`config.mk`:
```
export PLATFORM = sky130hd
export DESIGN_NAME = cp0_irq_ctrl
export DESIGN_NICKNAME = d
export VERILOG_FILES = /design/src/rtl/cp0_pkg.sv /design/src/rtl/cp0_irq_ctrl_sync_edge.sv /design/src/rtl/cp0_irq_ctrl.sv
export SDC_FILE = /design/constraint.sdc
export NUM_CORES = 1
export LEC_CHECK = 0
export ABC_AREA = 1
export BUFFER_PORTS_ARGS = -buffer_cell sky130_fd_sc_hd__buf_2
export CORE_MARGIN = 2
export CORE_UTILIZATION = 45
export CTS_CLUSTER_SIZE = 16
export DETAILED_ROUTE_END_ITERATION = 16
export PLACE_DENSITY = 0.7
export SYNTH_ARGS = -nofsm -noshare
export SYNTH_HDL_FRONTEND = slang
export SYNTH_SLANG_ARGS = --single-unit
export TNS_END_PERCENT = 5
```
`constraint.sdc`:
```
create_clock -name clock -period 5.5 [get_ports clock]
set_input_delay 1.1 -clock clock [delete_from_list [all_inputs] [get_ports clock]]
set_output_delay 1.1 -clock clock [all_outputs]
set_load 0.02 [all_outputs]
```
`src/rtl/cp0_pkg.sv`:
```
// -----------------------------------------------------------------------------
// cp0_pkg
// Shared CP0 definitions: register numbers, Cause.IP bit positions, exception
// codes, the packed interrupt-source vector and a register-decode helper.
// The interrupt front end uses this package now; the CP0 exception unit will
// move onto the same definitions so both decode the MTC0 bus identically.
// -----------------------------------------------------------------------------
package cp0_pkg;

    // CP0 register numbers (all at select 0)
    localparam logic [4:0] BADINSTR = 5'd8;
    localparam logic [4:0] COUNT    = 5'd9;
    localparam logic [4:0] COMPARE  = 5'd11;
    localparam logic [4:0] STATUS   = 5'd12;
    localparam logic [4:0] CAUSE    = 5'd13;
    localparam logic [4:0] EPC      = 5'd14;
    localparam logic [4:0] IRQ_PEND = 5'd22;

    // Bit positions inside the 8-bit interrupt source / Cause.IP field
    localparam int IP_TIMER  = 7;
    localparam int IP_EXT_LO = 2;
    localparam int IP_SW_LO  = 0;

    // Cause.ExcCode values
    localparam logic [4:0] EXC_INT  = 5'd0;
    localparam logic [4:0] EXC_MOD  = 5'd1;
    localparam logic [4:0] EXC_TLBL = 5'd2;
    localparam logic [4:0] EXC_TLBS = 5'd3;
    localparam logic [4:0] EXC_ADEL = 5'd4;
    localparam logic [4:0] EXC_ADES = 5'd5;
    localparam logic [4:0] EXC_IBE  = 5'd6;
    localparam logic [4:0] EXC_DBE  = 5'd7;
    localparam logic [4:0] EXC_SYS  = 5'd8;
    localparam logic [4:0] EXC_BP   = 5'd9;
    localparam logic [4:0] EXC_RI   = 5'd10;
    localparam logic [4:0] EXC_CPU  = 5'd11;
    localparam logic [4:0] EXC_OV   = 5'd12;
    localparam logic [4:0] EXC_TR   = 5'd13;

    // Layout matches Cause[15:8]: {IP7 timer, IP6..IP2 external, IP1..IP0 sw}
    typedef struct packed {
        logic       timer;
        logic [4:0] ext;
        logic [1:0] sw;
    } ip_vec_t;

    // True when the regnum/sel bus addresses register 'target' at select 0
    function automatic logic reg_is(input logic [4:0] rn,
                                    input logic [2:0] sl,
                                    input logic [4:0] target);
        return (rn == target) && (sl == 3'd0);
    endfunction

endpackage

```
`src/rtl/cp0_irq_ctrl_sync_edge.sv`:
```
// -----------------------------------------------------------------------------
// irq_sync_edge
// One external interrupt line: two-flop synchroniser, plus (edge mode only) a
// history flop and a sticky pending flop that latches rising edges.
//
// Ports
//   clock  in   core clock
//   reset  in   asynchronous, active-high
//   irq    in   asynchronous interrupt line
//   clear  in   write-1-to-clear strobe for the pending flop (edge mode)
//   src    out  value presented to the interrupt vector (level: s2, edge: pend)
//   pend   out  latched edge pending bit (always 0 in level mode)
// -----------------------------------------------------------------------------
module irq_sync_edge #(
    parameter bit EDGE = 1'b0
) (
    input  logic clock,
    input  logic reset,
    input  logic irq,
    input  logic clear,
    output logic src,
    output logic pend
);

    logic s1;
    logic s2;

    always_ff @(posedge clock or posedge reset) begin
        if (reset) begin
            s1 <= 1'b0;
            s2 <= 1'b0;
        end else begin
            s1 <= irq;
            s2 <= s1;
        end
    end

    if (EDGE) begin : g_edge
        logic s3;
        logic pend_q;

        // A new edge beats a simultaneous clear so no edge is ever dropped.
        always_ff @(posedge clock or posedge reset) begin
            if (reset) begin
                s3     <= 1'b0;
                pend_q <= 1'b0;
            end else begin
                s3 <= s2;
                if (s2 && !s3) begin
                    pend_q <= 1'b1;
                end else if (clear) begin
                    pend_q <= 1'b0;
                end
            end
        end

        assign src  = pend_q;
        assign pend = pend_q;
    end else begin : g_level
        // Level lines have no pending state; the clear strobe is irrelevant.
        logic unused_clear;
        assign unused_clear = clear;
        assign src  = s2;
        assign pend = 1'b0;
    end

endmodule

```
`src/rtl/cp0_irq_ctrl.sv`:
```
// -----------------------------------------------------------------------------
// cp0_irq_ctrl
// Interrupt-source front end for the CP0 exception unit. Owns the Count /
// Compare timer, the two software interrupt bits and the synchronised external
// interrupt lines, and produces the 8-bit vector CP0 merges into Cause[15:8].
//
// Ports
//   clock             in   core clock
//   reset             in   asynchronous, active-high
//   wr_data[63:0]     in   MTC0 write data (bits [31:0] used)
//   regnum[4:0]       in   CP0 register number
//   sel[2:0]          in   CP0 select
//   MTC0              in   write strobe
//   ext_irq[4:0]      in   asynchronous external interrupt lines
//   rd_data[63:0]     out  combinational read data, zero when rd_hit=0
//   rd_hit            out  regnum/sel addresses Count, Compare or IRQ_PEND
//   interrupt_source  out  {timer, ext[4:0], sw[1:0]}, all from flops
// -----------------------------------------------------------------------------
module cp0_irq_ctrl
    import cp0_pkg::*;
#(
    parameter int          COUNT_DIV     = 2,
    parameter logic [4:0]  EXT_EDGE      = 5'b00000,
    parameter logic [31:0] COMPARE_RESET = 32'hFFFF_FFFF
) (
    input  logic        clock,
    input  logic        reset,
    input  logic [63:0] wr_data,
    input  logic [4:0]  regnum,
    input  logic [2:0]  sel,
    input  logic        MTC0,
    input  logic [4:0]  ext_irq,
    output logic [63:0] rd_data,
    output logic        rd_hit,
    output logic [7:0]  interrupt_source
);

    localparam int             PW         = $clog2(COUNT_DIV) + 1;
    localparam logic [PW-1:0]  PRESC_LAST = PW'(COUNT_DIV - 1);

    logic          wr_count;
    logic          wr_compare;
    logic          wr_cause;
    logic          wr_pend;

    logic [PW-1:0] presc_q;
    logic [PW-1:0] presc_nxt;
    logic [31:0]   count_q;
    logic [31:0]   count_nxt;
    logic          count_upd;
    logic [31:0]   compare_q;
    logic          match_set;
    logic          timer_pend_q;
    logic [1:0]    sw_q;

    logic [4:0]    pend_clr;
    logic [4:0]    ext_src;
    logic [4:0]    ext_pend;
    ip_vec_t       ip;

    logic          unused_wr_hi;
    assign unused_wr_hi = ^wr_data[63:32];

    assign wr_count   = MTC0 && reg_is(regnum, sel, COUNT);
    assign wr_compare = MTC0 && reg_is(regnum, sel, COMPARE);
    assign wr_cause   = MTC0 && reg_is(regnum, sel, CAUSE);
    assign wr_pend    = MTC0 && reg_is(regnum, sel, IRQ_PEND);

    // Count either loads from MTC0 (restarting the prescaler) or steps on
    // prescaler wrap; count_upd marks the edges where Count takes a new value.
    always_comb begin
        presc_nxt = presc_q + 1'b1;
        count_nxt = count_q;
        count_upd = 1'b0;
        if (wr_count) begin
            presc_nxt = '0;
            count_nxt = wr_data[31:0];
            count_upd = 1'b1;
        end else if (presc_q == PRESC_LAST) begin
            presc_nxt = '0;
            count_nxt = count_q + 32'd1;
            count_upd = 1'b1;
        end
    end

    // Only a change of Count can match, so rewriting Compare to the current
    // Count value does not fire until Count arrives there again.
    assign match_set = count_upd && (count_nxt == compare_q);

    always_ff @(posedge clock or posedge reset) begin
        if (reset) begin
            presc_q      <= '0;
            count_q      <= '0;
            compare_q    <= COMPARE_RESET;
            timer_pend_q <= 1'b0;
            sw_q         <= 2'b00;
        end else begin
            presc_q <= presc_nxt;
            count_q <= count_nxt;
            if (wr_compare) begin
                compare_q <= wr_data[31:0];
            end
            // Compare write acknowledges the timer even against a fresh match.
            if (wr_compare) begin
                timer_pend_q <= 1'b0;
            end else if (match_set) begin
                timer_pend_q <= 1'b1;
            end
            if (wr_cause) begin
                sw_q <= wr_data[9:8];
            end
        end
    end

    assign pend_clr = {5{wr_pend}} & wr_data[4:0];

    for (genvar i = 0; i < 5; i++) begin : g_ext
        irq_sync_edge #(
            .EDGE (EXT_EDGE[i])
        ) u_sync (
            .clock (clock),
            .reset (reset),
            .irq   (ext_irq[i]),
            .clear (pend_clr[i]),
            .src   (ext_src[i]),
            .pend  (ext_pend[i])
        );
    end

    always_comb begin
        rd_data = '0;
        rd_hit  = 1'b0;
        if (reg_is(regnum, sel, COUNT)) begin
            rd_hit  = 1'b1;
            rd_data = {32'b0, count_q};
        end else if (reg_is(regnum, sel, COMPARE)) begin
            rd_hit  = 1'b1;
            rd_data = {32'b0, compare_q};
        end else if (reg_is(regnum, sel, IRQ_PEND)) begin
            rd_hit  = 1'b1;
            rd_data = {59'b0, ext_pend};
        end
    end

    assign ip.timer         = timer_pend_q;
    assign ip.ext           = ext_src;
    assign ip.sw            = sw_q;
    assign interrupt_source = ip;

endmodule

```
Word level (Yosys, flattened, before mapping)
Index checks and enable logic that the tools add are counted.
{ "totals": {"reg_bits": 79, "in_bits": 80} }
{ "classes": {"n_addsub": 2, "eq_ne": 6, "n_mux": 13, "reduce_logical": 10} }
{ "op_table": {"columns": ["operator", "count"], "rows": [
  ["2-to-1 mux 32 bit", 4],
  ["adder 32 x 1 -> 32 bit (second input constant)", 1],
  ["equality test 32 bit", 1],
  ["equality test 5 x 4 -> 1 bit (second input constant)", 3],
  ["logical AND 1 bit", 8],
  ["2-to-1 mux 1 bit", 7],
  ["equality test 5 bit (second input constant)", 1],
  ["2-to-1 mux 2 bit", 2],
  ["logical NOT 3 bit", 1],
  ["adder 2 x 1 -> 2 bit (second input constant)", 1],
  ["equality test 2 x 1 -> 1 bit (second input constant)", 1],
  ["nonzero test 2 bit", 1]
]} }

Longest topological paths before layout
{ "logic_depth": {"depth_word": 8, "ltp_mapped": 19, "mapped_depth_nobuf": 18} }

Cells and area by module
Synthesis repeated with hierarchy kept, for this count alone.
{ "unflattened": {"hier_cells": 849, "area_unflattened_um2": 5634.2} }
{ "modules_own_cells": {"columns": ["module", "n_inst", "cells_each", "area_each_um2", "seq_area_each_um2"], "rows": [
  ["cp0_irq_ctrl", 1, 824, 5308.8, 1766.7],
  ["irq_sync_edge", 5, 5, 65.1, 50.0]
]} }

Worst setup path after synthesis
OpenSTA, ideal clock, no wires.
{ "synth_path": {"path_type": "input-to-output", "start": "in sel[2]", "end": "out rd_data[10]", "t_arrival_ns": 2.341, "required_ns": 4.400, "slack_ns": 2.059, "path_stages": 7, "path_cell_list": "nor2_2 nand2_1 nor2_4 buf_2 nand2_1 clkbuf_1 o22ai_1"} }
{ "synth_between": {"elab_chain_cells": 4, "elab_cells_between_ends": 5} }
{ "synth_lines": {"columns": ["item", "line_no", "source"], "rows": [
  ["start, declared", "cp0_irq_ctrl.sv:30", "input logic [2:0] sel,"],
  ["logical NOT 3 bit *", "cp0_pkg.sv:51", "return (rn == target) && (sl == 3'd0);"],
  ["logical AND 1 bit", "cp0_pkg.sv:51", null],
  ["2-to-1 mux 32 bit", "cp0_irq_ctrl.sv:136", "end else if (reg_is(regnum, sel, COMPARE)) begin"],
  ["2-to-1 mux 32 bit *", "cp0_irq_ctrl.sv:133", "if (reg_is(regnum, sel, COUNT)) begin"],
  ["end, declared", "cp0_irq_ctrl.sv:33", "output logic [63:0] rd_data,"]
]} }
Mark *: on every way between the ends. The rest lies on a longest branch, timed or not.

Final worst setup path
{ "layout_path": {"start": "in sel[2]", "end": "out rd_data[14]"} }
The elaborated chain is that of the path after synthesis.

==> run metrics <==
status complete, no violations; RSZ-0062 raised after global routing no; setup_tns 0 ns; pin slew with the least headroom to its limit 0.831 ns; via density per instance ~5.0; H-tree levels 3; area of the core roughly 12000 um2; Worst Hold Class reg -> reg; Die Area 13000 um2; Max Slew Vio Count 0; Area Overhead vs Synth 12.7%; Post-DP HPWL approximately 10000 um; CP max FO 34; post_cts resized 0; Post-synth EDFFs 0; Layout Cells excl Fill approximately 1000; crit path kind in -> out; setup repair bufs after CTS 0; worst hold stages 0; Final Net Count 956; syn avg cell area approximately 6.8 um2; Final Routed Wirelength around 14000 um; first-pass GRT wire length 23200 um; Internal Power approximately 0.0012 W; Main synth FF type dfrtp_1; port bufs 88; Ports roughly 150; proportion of power drawn by flip-flops and latches 0.400; most common cell after layout, fill and taps aside nand2_1; worst path required time 4.40 ns; hold_sp g_ext[4].u_sync.s1; drt pass-1 iters 6; die height 114 um; FF+latch count, synth between 70 and 80; Design Area, Final just over 6000 um2; Hold Path End g_ext[4].u_sync.src; Power Total between 0.0015 and 0.002 W; CTS tree built; Post-Syn Instances 800; Sw Ratio 0.354; Fmax about 260 MHz; worst-case clock buffer depth 2; met2 GRT Util 0.354; Overall Global Routing Usage 0.226; Initial DRC Count roughly 320; vias in the first global route between 4000 and 5000; Clock Latency Late Sink 0.34 ns; hold-fix buffers at CTS 0; DRC violations left 0; Lkg Pwr 3.39 nW; synth warn 0; CP Data Arrival Time about 2.7 ns; R2R Setup Slk 2.91 ns; number of buffers created by CTS 9; Setup Skew 0.00697 ns; Seq/Total Area, Yosys 0.369; Comb pwr share 0.259; largest net degree at the start of global routing 57; Worst R2R Path Depth 17; initial core utilization 0.458; WL/cell 13.9 um; Worst R2R End timer_pend_q; crit path launch sel[2]; die width between 100 and 150 um; max-cap violations 0; Distinct cells, synth 39; final core utilization 0.517; layer with the highest usage met2; # setup viols final 0; Clock power frac 0.341; Hold Fails Final Rpt 0; Vias between 5000 and 6000; Psw between 0.0006 and 0.0007 W; most frequent cells in the layout nand2_1, inv_1, buf_2; VDD IR max between 0.15 and 0.2 mV; GRT met3 Usage 0.0344; initial antenna violation count 0; Clock Sinks just under 80; Pwr Density around 290 nW/um2; post-synthesis cell area 5460 um2; min cycle time layout about 3.8 ns; CP endpoint kind primary output; GRT overflow 0; RePlAce Congestion 0.870; Post-synth ARST share 1.00; clk slew on worst S/H paths roughly 0.060 ns; met1 Usage GRT 0.320; Post-DRT Antenna Nets 0; Final Cycle Share 0.699; Startpoint Class primary input; Worst slew margin 0.445; Area after DPL approximately 6000 um2; Ant. Diodes 0; share of layout cells above drive strength 1 0.214; cell row count 40; FF-to-FF Start presc_q[1]; placed cell count 1011; root buf cell clkbuf_16
## synth_stat cells (2+ instances only)
cell type  count  area (um2)
nand2_1      262         983
inv_1        111         417
nand3_1       69         345
nor2_1        51         191
dfrtp_1       47        1180
o21ai_0       41         205
buf_4         40         300
dfstp_2       32         841
o22ai_1       31         194
nand4_1       16         100
nand2_2       12        75.1
clkbuf_1      11        41.3
xor2_1         9        78.8
nor2_2         8        50.1
or2_1          8        50.1
buf_2          7        35.0
nor2_4         7        78.8
or2_2          5        31.3
nand3_2        3        30.0
nor3_1         3        15.0
o211ai_1       3        22.5
o21ai_1        3        15.0
buf_1          2        7.51
buf_6          2        22.5
inv_2          2        7.51
or2_0          2        12.5
## worst max-delay path: stages
cell and delay (ns):
buf_2 0.10, nor2_2 0.11, nand2_1 0.10, nor2_4 0.37
nand3_1 0.12, buf_4 0.30, o21ai_0 0.31, buf_2 0.22
## sequential cells by signal, summed over array words and instances (netlist names)
name and count:
count_q 32, compare_q 32, sw_q 2, g_ext.u_sync.s1 5, g_ext.u_sync.src 5, presc_q 2, timer_pend_q 1
## layer usage
metal | wire, um | up-vias | part of all wire
met1 | 6700 | 2354 | 0.47
met3 | 781 | 23 | 0.055
met4 | 311 | 0 | 0.022
met2 | 6440 | 149 | 0.45
met5 | 0 | - | 0
li1 | - | 2598 | -
## worst max-delay path by stage
stage	end	slack [ns]	cells after the start
6_report	rd_data[14]	1.66	8
5_1_grt	rd_data[14]	1.59	8
4_1_cts	rd_data[14]	1.66	8
3_5_place_dp	rd_data[14]	1.67	8
3_3_place_gp	rd_data[14]	1.67	8
2_1_floorplan	rd_data[10]	2.06	7
## through the flow
stage,worst slack (ns),hold slack (ns)
global placement,1.67,0.334
floorplan,2.06,0.331
global route,1.59,0.353
CTS,1.66,0.349
finish,1.66,0.347
detailed placement,1.67,0.335
## kinds of logic after synthesis
logic type | Yosys count | share of synthesized area
flops | 79 | 0.369
mux | 1 | 0.00206
simple gates | 454 | 0.376
xor+xnor | 9 | 0.0144
buf+inv | 175 | 0.152
fa+ha+maj | 1 | 0.00229
compound gates | 80 | 0.0832
other cells | 1 | 0.000687
## cell type report
type | count | area (um2)
multi-input combinational | 577 | 2740
clock buffer | 9 | 225
timing repair buffer | 95 | 493
sequential | 79 | 2020
clock inverter | 7 | 73.8
tap | 147 | 184
fill | 1207 | 5760
inverter | 113 | 425
## power groups by stage
stage / Combinational [W] / Clock (W) / Sequential, W
2_1_floorplan: 0.000378 / 0 / 0.000709
3_3_place_gp: 0.000455 / 0 / 0.000722
3_5_place_dp: 0.000460 / 0 / 0.000723
4_1_cts: 0.000462 / 0.000613 / 0.000715
5_1_grt: 0.000528 / 0.000644 / 0.000725
6_report: 0.000464 / 0.000610 / 0.000717
No activity file was read; power rests on OpenSTA's default activity.
